==> src/rtl/uart_pkg.sv <==
// Shared types and constants for the UART receive path.
package uart_pkg;

   localparam int UART_DATA_BITS            = 8;
   localparam int UART_CLKS_PER_BIT_DEFAULT = 434;

   typedef enum logic [2:0] {
      IDLE,
      START,
      DATA,
      STOP,
      WAIT_HIGH
   } uart_rx_state_t;

endpackage

==> src/rtl/uart_rx_flow_sync_fifo.sv <==
// First-word-fall-through FIFO; a push while full is accepted only when a pop frees a slot in the same cycle.
module sync_fifo #(
   parameter int WIDTH = 8,
   parameter int DEPTH = 16
) (
   input  logic                   clk,
   input  logic                   rst,
   input  logic                   push,
   input  logic                   pop,
   input  logic [WIDTH-1:0]       din,
   output logic [WIDTH-1:0]       dout,
   output logic                   empty,
   output logic                   full,
   output logic [$clog2(DEPTH):0] level
);

   localparam int AW = $clog2(DEPTH);
   localparam logic [AW:0] FULL_LVL = {1'b1, {AW{1'b0}}};

   logic [WIDTH-1:0] mem [DEPTH];
   logic [AW-1:0]    wr_ptr;
   logic [AW-1:0]    rd_ptr;
   logic             do_push;
   logic             do_pop;

   assign empty   = (level == '0);
   assign full    = (level == FULL_LVL);
   assign do_pop  = pop && !empty;
   assign do_push = push && (!full || do_pop);
   assign dout    = empty ? '0 : mem[rd_ptr];

   // NOTE: sequential state uses non-blocking assignments so every flop samples pre-edge values.
   always_ff @(posedge clk) begin
      if (rst) begin
         wr_ptr <= '0;
         rd_ptr <= '0;
         level  <= '0;
      end else begin
         if (do_push) wr_ptr <= wr_ptr + 1'b1;
         if (do_pop)  rd_ptr <= rd_ptr + 1'b1;
         if (do_push && !do_pop)      level <= level + 1'b1;
         else if (do_pop && !do_push) level <= level - 1'b1;
      end
   end

   // NOTE: storage is deliberately not reset; the pointers and level define which entries are valid.
   always_ff @(posedge clk) begin
      if (do_push) mem[wr_ptr] <= din;
   end

endmodule

==> src/rtl/uart_rx_flow.sv <==
// UART 8N1 receiver: synchronizer, bit-timing FSM, receive FIFO and RTS flow control with hysteresis.
module uart_rx_flow
   import uart_pkg::*;
#(
   parameter int CLKS_PER_BIT   = UART_CLKS_PER_BIT_DEFAULT,
   parameter int FIFO_DEPTH     = 16,
   parameter int RTS_HIGH_WATER = 12,
   parameter int RTS_LOW_WATER  = 4
) (
   input  logic                          clk,
   input  logic                          rst,
   input  logic                          rx_in,
   output logic                          rts_out,
   output logic [UART_DATA_BITS-1:0]     rx_data,
   output logic                          rx_valid,
   input  logic                          rx_ready,
   output logic                          frame_err,
   output logic                          overrun_err,
   output logic [$clog2(FIFO_DEPTH):0]   fifo_level
);

   localparam int LVL_W = $clog2(FIFO_DEPTH) + 1;
   localparam int CNT_W = $clog2(CLKS_PER_BIT);
   localparam int BIT_W = $clog2(UART_DATA_BITS);

   localparam logic [CNT_W-1:0] BIT_END  = CNT_W'(CLKS_PER_BIT - 1);
   localparam logic [CNT_W-1:0] HALF_END = CNT_W'(CLKS_PER_BIT / 2 - 1);
   localparam logic [BIT_W-1:0] LAST_BIT = BIT_W'(UART_DATA_BITS - 1);
   localparam logic [LVL_W-1:0] HIGH_LVL = LVL_W'(RTS_HIGH_WATER);
   localparam logic [LVL_W-1:0] LOW_LVL  = LVL_W'(RTS_LOW_WATER);

   logic [1:0]                sync_q;
   logic                      rx_s;
   uart_rx_state_t            state;
   logic [CNT_W-1:0]          clk_cnt;
   logic [BIT_W-1:0]          bit_cnt;
   logic [UART_DATA_BITS-1:0] shift_q;
   logic                      push;
   logic                      pop;
   logic                      push_ok;
   logic                      fifo_empty;
   logic                      fifo_full;
   logic [LVL_W-1:0]          next_level;

   // Idle-high reset value keeps a line that is quiet at reset from looking like a start bit.
   always_ff @(posedge clk) begin
      if (rst) sync_q <= 2'b11;
      else     sync_q <= {sync_q[0], rx_in};
   end
   assign rx_s = sync_q[1];

   always_ff @(posedge clk) begin
      if (rst) begin
         state     <= IDLE;
         clk_cnt   <= '0;
         bit_cnt   <= '0;
         shift_q   <= '0;
         frame_err <= 1'b0;
      end else begin
         frame_err <= 1'b0;
         clk_cnt   <= clk_cnt + 1'b1;
         case (state)
            IDLE: begin
               clk_cnt <= '0;
               bit_cnt <= '0;
               if (!rx_s) state <= START;
            end
            START: begin
               if (clk_cnt == HALF_END) begin
                  clk_cnt <= '0;
                  bit_cnt <= '0;
                  state   <= rx_s ? IDLE : DATA;
               end
            end
            DATA: begin
               if (clk_cnt == BIT_END) begin
                  clk_cnt <= '0;
                  shift_q <= {rx_s, shift_q[UART_DATA_BITS-1:1]};
                  bit_cnt <= bit_cnt + 1'b1;
                  if (bit_cnt == LAST_BIT) begin
                     bit_cnt <= '0;
                     state   <= STOP;
                  end
               end
            end
            STOP: begin
               if (clk_cnt == BIT_END) begin
                  clk_cnt <= '0;
                  bit_cnt <= '0;
                  if (rx_s) begin
                     state <= IDLE;
                  end else begin
                     frame_err <= 1'b1;
                     state     <= WAIT_HIGH;
                  end
               end
            end
            WAIT_HIGH: begin
               clk_cnt <= '0;
               bit_cnt <= '0;
               if (rx_s) state <= IDLE;
            end
            default: begin
               clk_cnt <= '0;
               bit_cnt <= '0;
               state   <= IDLE;
            end
         endcase
      end
   end

   // The byte is pushed in the same cycle the good stop bit is sampled.
   assign push = (state == STOP) && (clk_cnt == BIT_END) && rx_s;

   sync_fifo #(
      .WIDTH (UART_DATA_BITS),
      .DEPTH (FIFO_DEPTH)
   ) u_fifo (
      .clk   (clk),
      .rst   (rst),
      .push  (push),
      .pop   (pop),
      .din   (shift_q),
      .dout  (rx_data),
      .empty (fifo_empty),
      .full  (fifo_full),
      .level (fifo_level)
   );

   assign rx_valid = !fifo_empty;
   assign pop      = rx_valid && rx_ready;
   assign push_ok  = push && (!fifo_full || pop);

   // NOTE: every always_comb output gets a default first so no path can infer a latch.
   always_comb begin
      next_level = fifo_level;
      if (push_ok && !pop)      next_level = fifo_level + 1'b1;
      else if (pop && !push_ok) next_level = fifo_level - 1'b1;
   end

   // RTS looks at the post-update level so it moves together with fifo_level.
   always_ff @(posedge clk) begin
      if (rst) begin
         rts_out     <= 1'b1;
         overrun_err <= 1'b0;
      end else begin
         overrun_err <= push && fifo_full && !pop;
         if (next_level >= HIGH_LVL)     rts_out <= 1'b1;
         else if (next_level <= LOW_LVL) rts_out <= 1'b0;
      end
   end

endmodule
==> config.mk <==
export PLATFORM = sky130hd
export DESIGN_NAME = uart_rx_flow
export DESIGN_NICKNAME = d
export VERILOG_FILES = /design/src/rtl/uart_pkg.sv /design/src/rtl/uart_rx_flow_sync_fifo.sv /design/src/rtl/uart_rx_flow.sv
export SDC_FILE = /design/constraint.sdc
export NUM_CORES = 1
export LEC_CHECK = 0
export ABC_AREA = 1
export BUFFER_PORTS_ARGS = -buffer_cell sky130_fd_sc_hd__buf_2
export CORE_UTILIZATION = 45
export DETAILED_ROUTE_END_ITERATION = 8
export PLACE_DENSITY = 0.65
export REMOVE_ABC_BUFFERS = 1
export SKIP_CTS_REPAIR_TIMING = 1
export SYNTH_ARGS = -nofsm -noshare
export SYNTH_HDL_FRONTEND = slang
export SYNTH_HIERARCHICAL = 1
export SYNTH_SLANG_ARGS = --single-unit
export TNS_END_PERCENT = 10
==> constraint.sdc <==
create_clock -name clk -period 2.8 [get_ports clk]
set_input_delay 0.56 -clock clk [delete_from_list [all_inputs] [get_ports clk]]
set_output_delay 0.56 -clock clk [all_outputs]
set_load 0.005 [all_outputs]
* Word-level counts from Yosys, hierarchy flattened
Memories as Yosys holds them, arrays and structs flattened. A register that Yosys moved wholly into a read port is not among the register bits.
Index checks and enable logic that the tools add are counted.
** Cells by class
- Reductions and logical operators :: 29
- Eq/ne operators :: 14
- Add/sub/neg operators :: 6
- Magnitude comparators :: 2
- Bitwise gates (word level) :: 2
- Multiplexer cells :: 27
** Operators with widths (count)
- $mux 3 :: 11
- $mux 5 :: 4
- $mux 9 :: 2
- $pmux 9 s2 :: 1
- $pmux 3 s5 :: 1
- $logic_and 1x1->1 :: 12
- $ne 2x2->1 const B :: 6
- $add 9x1->9 const B :: 1
- $eq 9x8->1 const B :: 1
- $eq 9x9->1 const B :: 1
- $pmux 3 s3 :: 1
- $add 4x1->4 const B :: 2
- $mux 4 :: 2
- $mux 8 :: 1
- $eq 3x2->1 const B :: 2
- $eq 3x3->1 const B :: 2
- $logic_not 1->1 :: 6
- $reduce_and 6->1 :: 1
- $add 5x1->5 const B :: 1
- $eq 5x5->1 const B :: 1
- $ge 5x4->1 const B :: 1
- $le 5x3->1 const B :: 1
- $logic_not 5->1 :: 1
- $sub 5x1->5 const B :: 1
- other kinds (12) :: 17
** Word-level totals
- Register bits after elaboration :: 41
- Memory bits (writable) :: 128
- Logic and storage cells :: 92
- Input port bits :: 4
- Output and inout bits :: 17
- Memories :: 1
** Memory list
- u_fifo.mem :: depth 16, width 8, rd ports 1, clocked after memory_dff 1, wr ports 1, line uart_rx_flow_sync_fifo.sv:20 : logic [WIDTH-1:0] mem [DEPTH];

* Logic depth before layout (Yosys ltp)
- Depth in word-level cells :: 11
- Depth in mapped cells :: 20
- Depth with buffers taken out :: 20

* Hierarchy
The synthesis kept the hierarchy.
** By module, submodules not included
- sync_fifo :: cells each 551, sequential area each 4184.0 um^2, times used 1, area each 6128.4 um^2
- uart_rx_flow :: cells each 215, sequential area each 560.5 um^2, times used 1, area each 1557.7 um^2

* Least setup slack after synthesis
OpenSTA, ideal clock, no wires.
- Path type :: reg-to-reg
- Start point :: register u_fifo.level[0]
- End point :: register u_fifo.level[4]
- Path buffers :: 0
- Arrival time :: 2.884 ns
- Data required time :: 2.730 ns
- Clock period less this slack :: 2.954 ns
- Setup time :: 0.070 ns
- Slack :: -0.154 ns
- Cell stages (with the launch flop) :: 20
- Path through :: dfxtp_1 nor2_1 nand3_1 clkinv_1 inv_1 nand2_4 inv_1 inv_1 nand4_1 nand2_1 inv_1 ha_1 inv_1 ha_1 or2_2 nand2_1 nand2b_1 nand2_1 nand2_1 a21oi_1
** Between the ends
- Longest elaborated chain between the ends :: 9
- Elaborated cells on any way between the ends :: 17
- Classes of those cells :: add/sub: 2; eq/ne: 1; mux: 2; reduce/logical: 12
** Ends and longest elaborated chain
- start, declared :: line uart_rx_flow_sync_fifo.sv:14 : output logic [$clog2(DEPTH):0] level
- start signal, assigned :: line uart_rx_flow_sync_fifo.sv:41 : if (do_push && !do_pop) level <= level + 1'b1;
- start signal, assigned :: line uart_rx_flow_sync_fifo.sv:42 : else if (do_pop && !do_push) level <= level - 1'b1;
- $logic_not 5->1 (*) :: line uart_rx_flow_sync_fifo.sv:26 : assign empty = (level == '0);
- named net fifo_empty :: line uart_rx_flow.sv:41 : logic fifo_empty;
- $logic_not 1->1 (*) :: line uart_rx_flow.sv:130 : assign rx_valid = !fifo_empty;
- named net rx_valid :: line uart_rx_flow.sv:15 : output logic rx_valid,
- $logic_and 1x1->1 (*) :: line uart_rx_flow.sv:131 : assign pop = rx_valid && rx_ready;
- named net pop :: line uart_rx_flow.sv:39 : logic pop;
- $logic_and 1x1->1 (*) :: line uart_rx_flow_sync_fifo.sv:28 : assign do_pop = pop && !empty;
- $logic_or 1x1->1 (*) :: line uart_rx_flow_sync_fifo.sv:29 : assign do_push = push && (!full || do_pop);
- $logic_and 1x1->1 (*) :: line uart_rx_flow_sync_fifo.sv:29
- named net u_fifo.do_push :: line uart_rx_flow_sync_fifo.sv:23 : logic do_push;
- $logic_not 1->1 :: line uart_rx_flow_sync_fifo.sv:42
- $logic_and 1x1->1 :: line uart_rx_flow_sync_fifo.sv:42
- $reduce_bool 2->1 (no line)
The timed path passes the listed nets; every way through them passes the cells marked *. The select of a mux whose other input is x is not followed.
A chain may end at the register's enable or synchronous reset.

==> metrics.md <==
| Metric | Value |
|---|---|
| Remaining global-route overflow | 0 |
| Met2 Wirelength | roughly 7200 um |
| Antenna cells | 0 |
| Placed Cells | 1,008 |
| Synth Area in XOR/XNOR | 0.02051 |
| Area Overhead vs Synth | 14.06% |
| DRT Wirelength | 15,730 um |
| Clk Latency, worst-skew pair | 0.43 ns |
| Initial core utilization | 0.4618 |
| Routed Antenna Nets | 0 |
| Vias | ~5.4k |
| Detailed Place HPWL | 9830 um |
| Worst vdd ir | 0.4632 mV |
| Critical path class | register to output port |
| Wire length per cell | roughly 15 um |
| Pwr/cell area | 627.8 nW/um2 |
| Req. time, crit path | about 2.2 ns |
| Final setup fails | 0 |
| CTS Sinks | 173 |
| Power Total | 5504 uW |
| CTS tree | built |
| Vias per inst | 5.140 |
| Layout Cells excl Fill | between 1k and 1.5k |
| Post-synth cell types | 36 |
| Adder-cell share of the synthesized area | 0.02865 |
| Synthesized area | 7686 um2 |
| Largest net degree at the start of global routing | 49 |
| Final core utilization | 0.5268 |
| DR top layer | met4 |
| Outcome | complete, no violations |
| Synth Instances | 766 |
| # nets final | 831 |
| Combinational Power Share | 0.042 |
| Routability cong. | between 0.8 and 0.9 |
| Drt first pass iters | 5 |
| Clk root buf | clkbuf_16 |
| Die Y-Extent | 132.7 um |
| Cell Int Power | 4324 uW |
| Fill cells | 1,463 |
| I/O Buffers | 20 |
| Clk pwr share | 0.453 |
| Final Worst Setup Slack | 0.1705 ns |
| Worst slew pin tran | 0.7834 ns |
| Syn_area_per_cell | 10.03 um2 |
| Worst clock skew | 0.01131 ns |
| Post-synth EDFFs | 128 |
| Achievable Freq | roughly 0.38 GHz |
| Num CTS Buffers | 17 |
| Critical path fanouts, max | 15 |
| Ys flop type | edfxtp_1 |
| H-tree Lvls | 4 |
| Final Hold Violating Endpoints | 0 |
| Clock slew at reported path FFs | approximately 0.06 ns |
| Vias in the first global route | 4,719 |
| Iter 0 DRT Violations | 361 |
| Complex-gate fraction of the synthesized area | 0.03239 |
| CTS max path bufs | 2 |
| Post-synthesis async set-or-reset flop share | 0 |
| Initial antenna violation count | 0 |
| Post-route minimum period | 2.630 ns |
| Total net switching power | between 1000 and 1500 uW |
| Max Cap Viol | 0 |
| Seq cells post-synth | 173 |
| Largest family of logic cells by synthesized area | simple AND/OR/NAND/NOR gates |
| CP startpoint kind | register |
| Synth warn | 6 |
| Endpoint class of the critical path | output port |
| Pre-CTS setup slack | 0.07169 ns |
| Simple-gate share of the synthesized area | 0.2460 |
| Layout cells sized above 1 | 0.1373 |
| Reg area | 4746 um2 |
| Hold WC Path Type | primary input to register |
| Seq pwr share | 0.504 |
| Worst rel slew slack | 0.4770 |
| DRC Markers | 0 |
| First-pass GRT wire length | 24,670 um |
| Die Area | 17,610 um2 |
| Sw Share | 0.2145 |
| Total GRT Usage | 0.1848 |
| Ports | 21 |
| Worst Path Arrival | 2.07 ns |
| RSZ-0062 raised after global routing | true |
| Register area share after synthesis | 0.6173 |
| Multiplexer share of the synthesized area | 0 |
| Area of the multi-input gates | between 2000 and 3000 um2 |
| Core box area | 16,640 um2 |
| Die extent in x | 132.7 um |
| Max Slew Vio Count | 0 |
| Metal3 WL | 877 um |
| Row count | 47 |
| Final cycle utilization of the critical path | 0.9391 |
| WL met1 | 7324 um |
| Leakage | 0.003452 uW |
-- worst paths after layout --
path,startpoint,endpoint,slack (ns),cells past startpoint
worst max-delay path,register,rx_data[5],0.17,8
worst min-delay path,rx_in,sync_q[0],0.31,2
worst max register to register,u_fifo/level[1],u_fifo/level[3],0.26,18
worst min register to register,sync_q[0],sync_q[1],0.41,1
-- area by class of cell --
type	count	area share
timing repair buffer	54	0.04524
multi-input combinational	516	0.2883
clock buffer	17	0.04852
clock inverter	15	0.02355
inverter	47	0.02084
timing repair inverter	1	0.0008563
tap	220	0.03140
sequential	173	0.5413
-- cells by family after synthesis --
| kind of cell | after synthesis |
|---|---|
| AOI/OAI and AO/OA | 49 |
| xor gates and xnor gates | 18 |
| adders and majority gates | 17 |
| and+or+nand+nor | 432 |
| DFF | 173 |
| buffers and inverters | 77 |
-- cell usage after synthesis (all sizes together), types with 9 or more instances --
cell type,count,area [um2]
a21oi,33,165.2
buf,22,192.7
dfxtp,45,900.9
edfxtp,128,3844
ha,16,200.2
inv,45,168.9
nand2,231,899.6
nand3,126,630.6
nand4,9,71.32
nor2,55,224.0
o21ai,14,70.07
xor2,14,122.6
-- power by group through the flow --
stage / sequential [uW] / combinational, uW / clock (uW)
final: 2780 / 233 / 2490
after detailed placement: 2830 / 235 / 0
after floorplan: 2820 / 187 / 0
after global placement: 2830 / 235 / 0
after global routing: 2780 / 275 / 2660
after CTS: 2780 / 235 / 2540
-- state kept, by name, indices dropped and copies added (netlist names), named ones only --
register / count
bit_cnt: 3
sync_q: 2
u_fifo/wr_ptr: 4
clk_cnt: 9
u_fifo/level: 5
rts_out: 1
state: 3
u_fifo/mem: 128
overrun_err: 1
shift_q: 8
u_fifo/rd_ptr: 4
frame_err: 1
-- metrics by stage --
stage,setup TNS [ns],cell area (um2),hold WS (ns)
floorplan,-2.303,7440,0.3895
CTS,-0.5273,8701,0.2977
global placement,0,8069,0.3927
finish,0,8767,0.3121
global route,0,8767,0.2955
detailed placement,0,8069,0.3979
-- worst max-delay path, stage by stage, from the launching register on --
cell and delay (ns):
dfxtp_1 0.52, clkinvlp_4 0.20, buf_12 0.18, nand3_1 0.10, nand3_1 0.10, nand2_1 0.10
nand2_1 0.06, a21oi_1 0.21, buf_2 0.15
-- layer usage --
| metal | track usage | vias up |
|---|---|---|
| met4 | 0.06705 | 0 |
| met3 | 0.04215 | 23 |
| met1 | 0.2581 | 2511 |
| met2 | 0.2822 | 152 |
| li1 | - | 2675 |
| met5 | 0 | - |
-- layout by cell type (no fill, tap or decap), drive strengths merged, types with 2 or more instances in the layout --
cell type	synthesis	routed
nand3	126	126
nor2	55	55
clkbuf	8	17
nand4	9	9
a21oi	33	33
or2	3	3
clkinvlp	0	6
clkinv	2	5
xnor2	4	4
buf	22	54
inv	45	48
edfxtp	128	128
nand2	231	231
bufinv	0	4
xor2	14	14
nor3	4	4
dfxtp	45	45
o21ai	14	14
nor4	2	2
ha	16	16
Note: power is estimated with default switching activity, not from simulation.
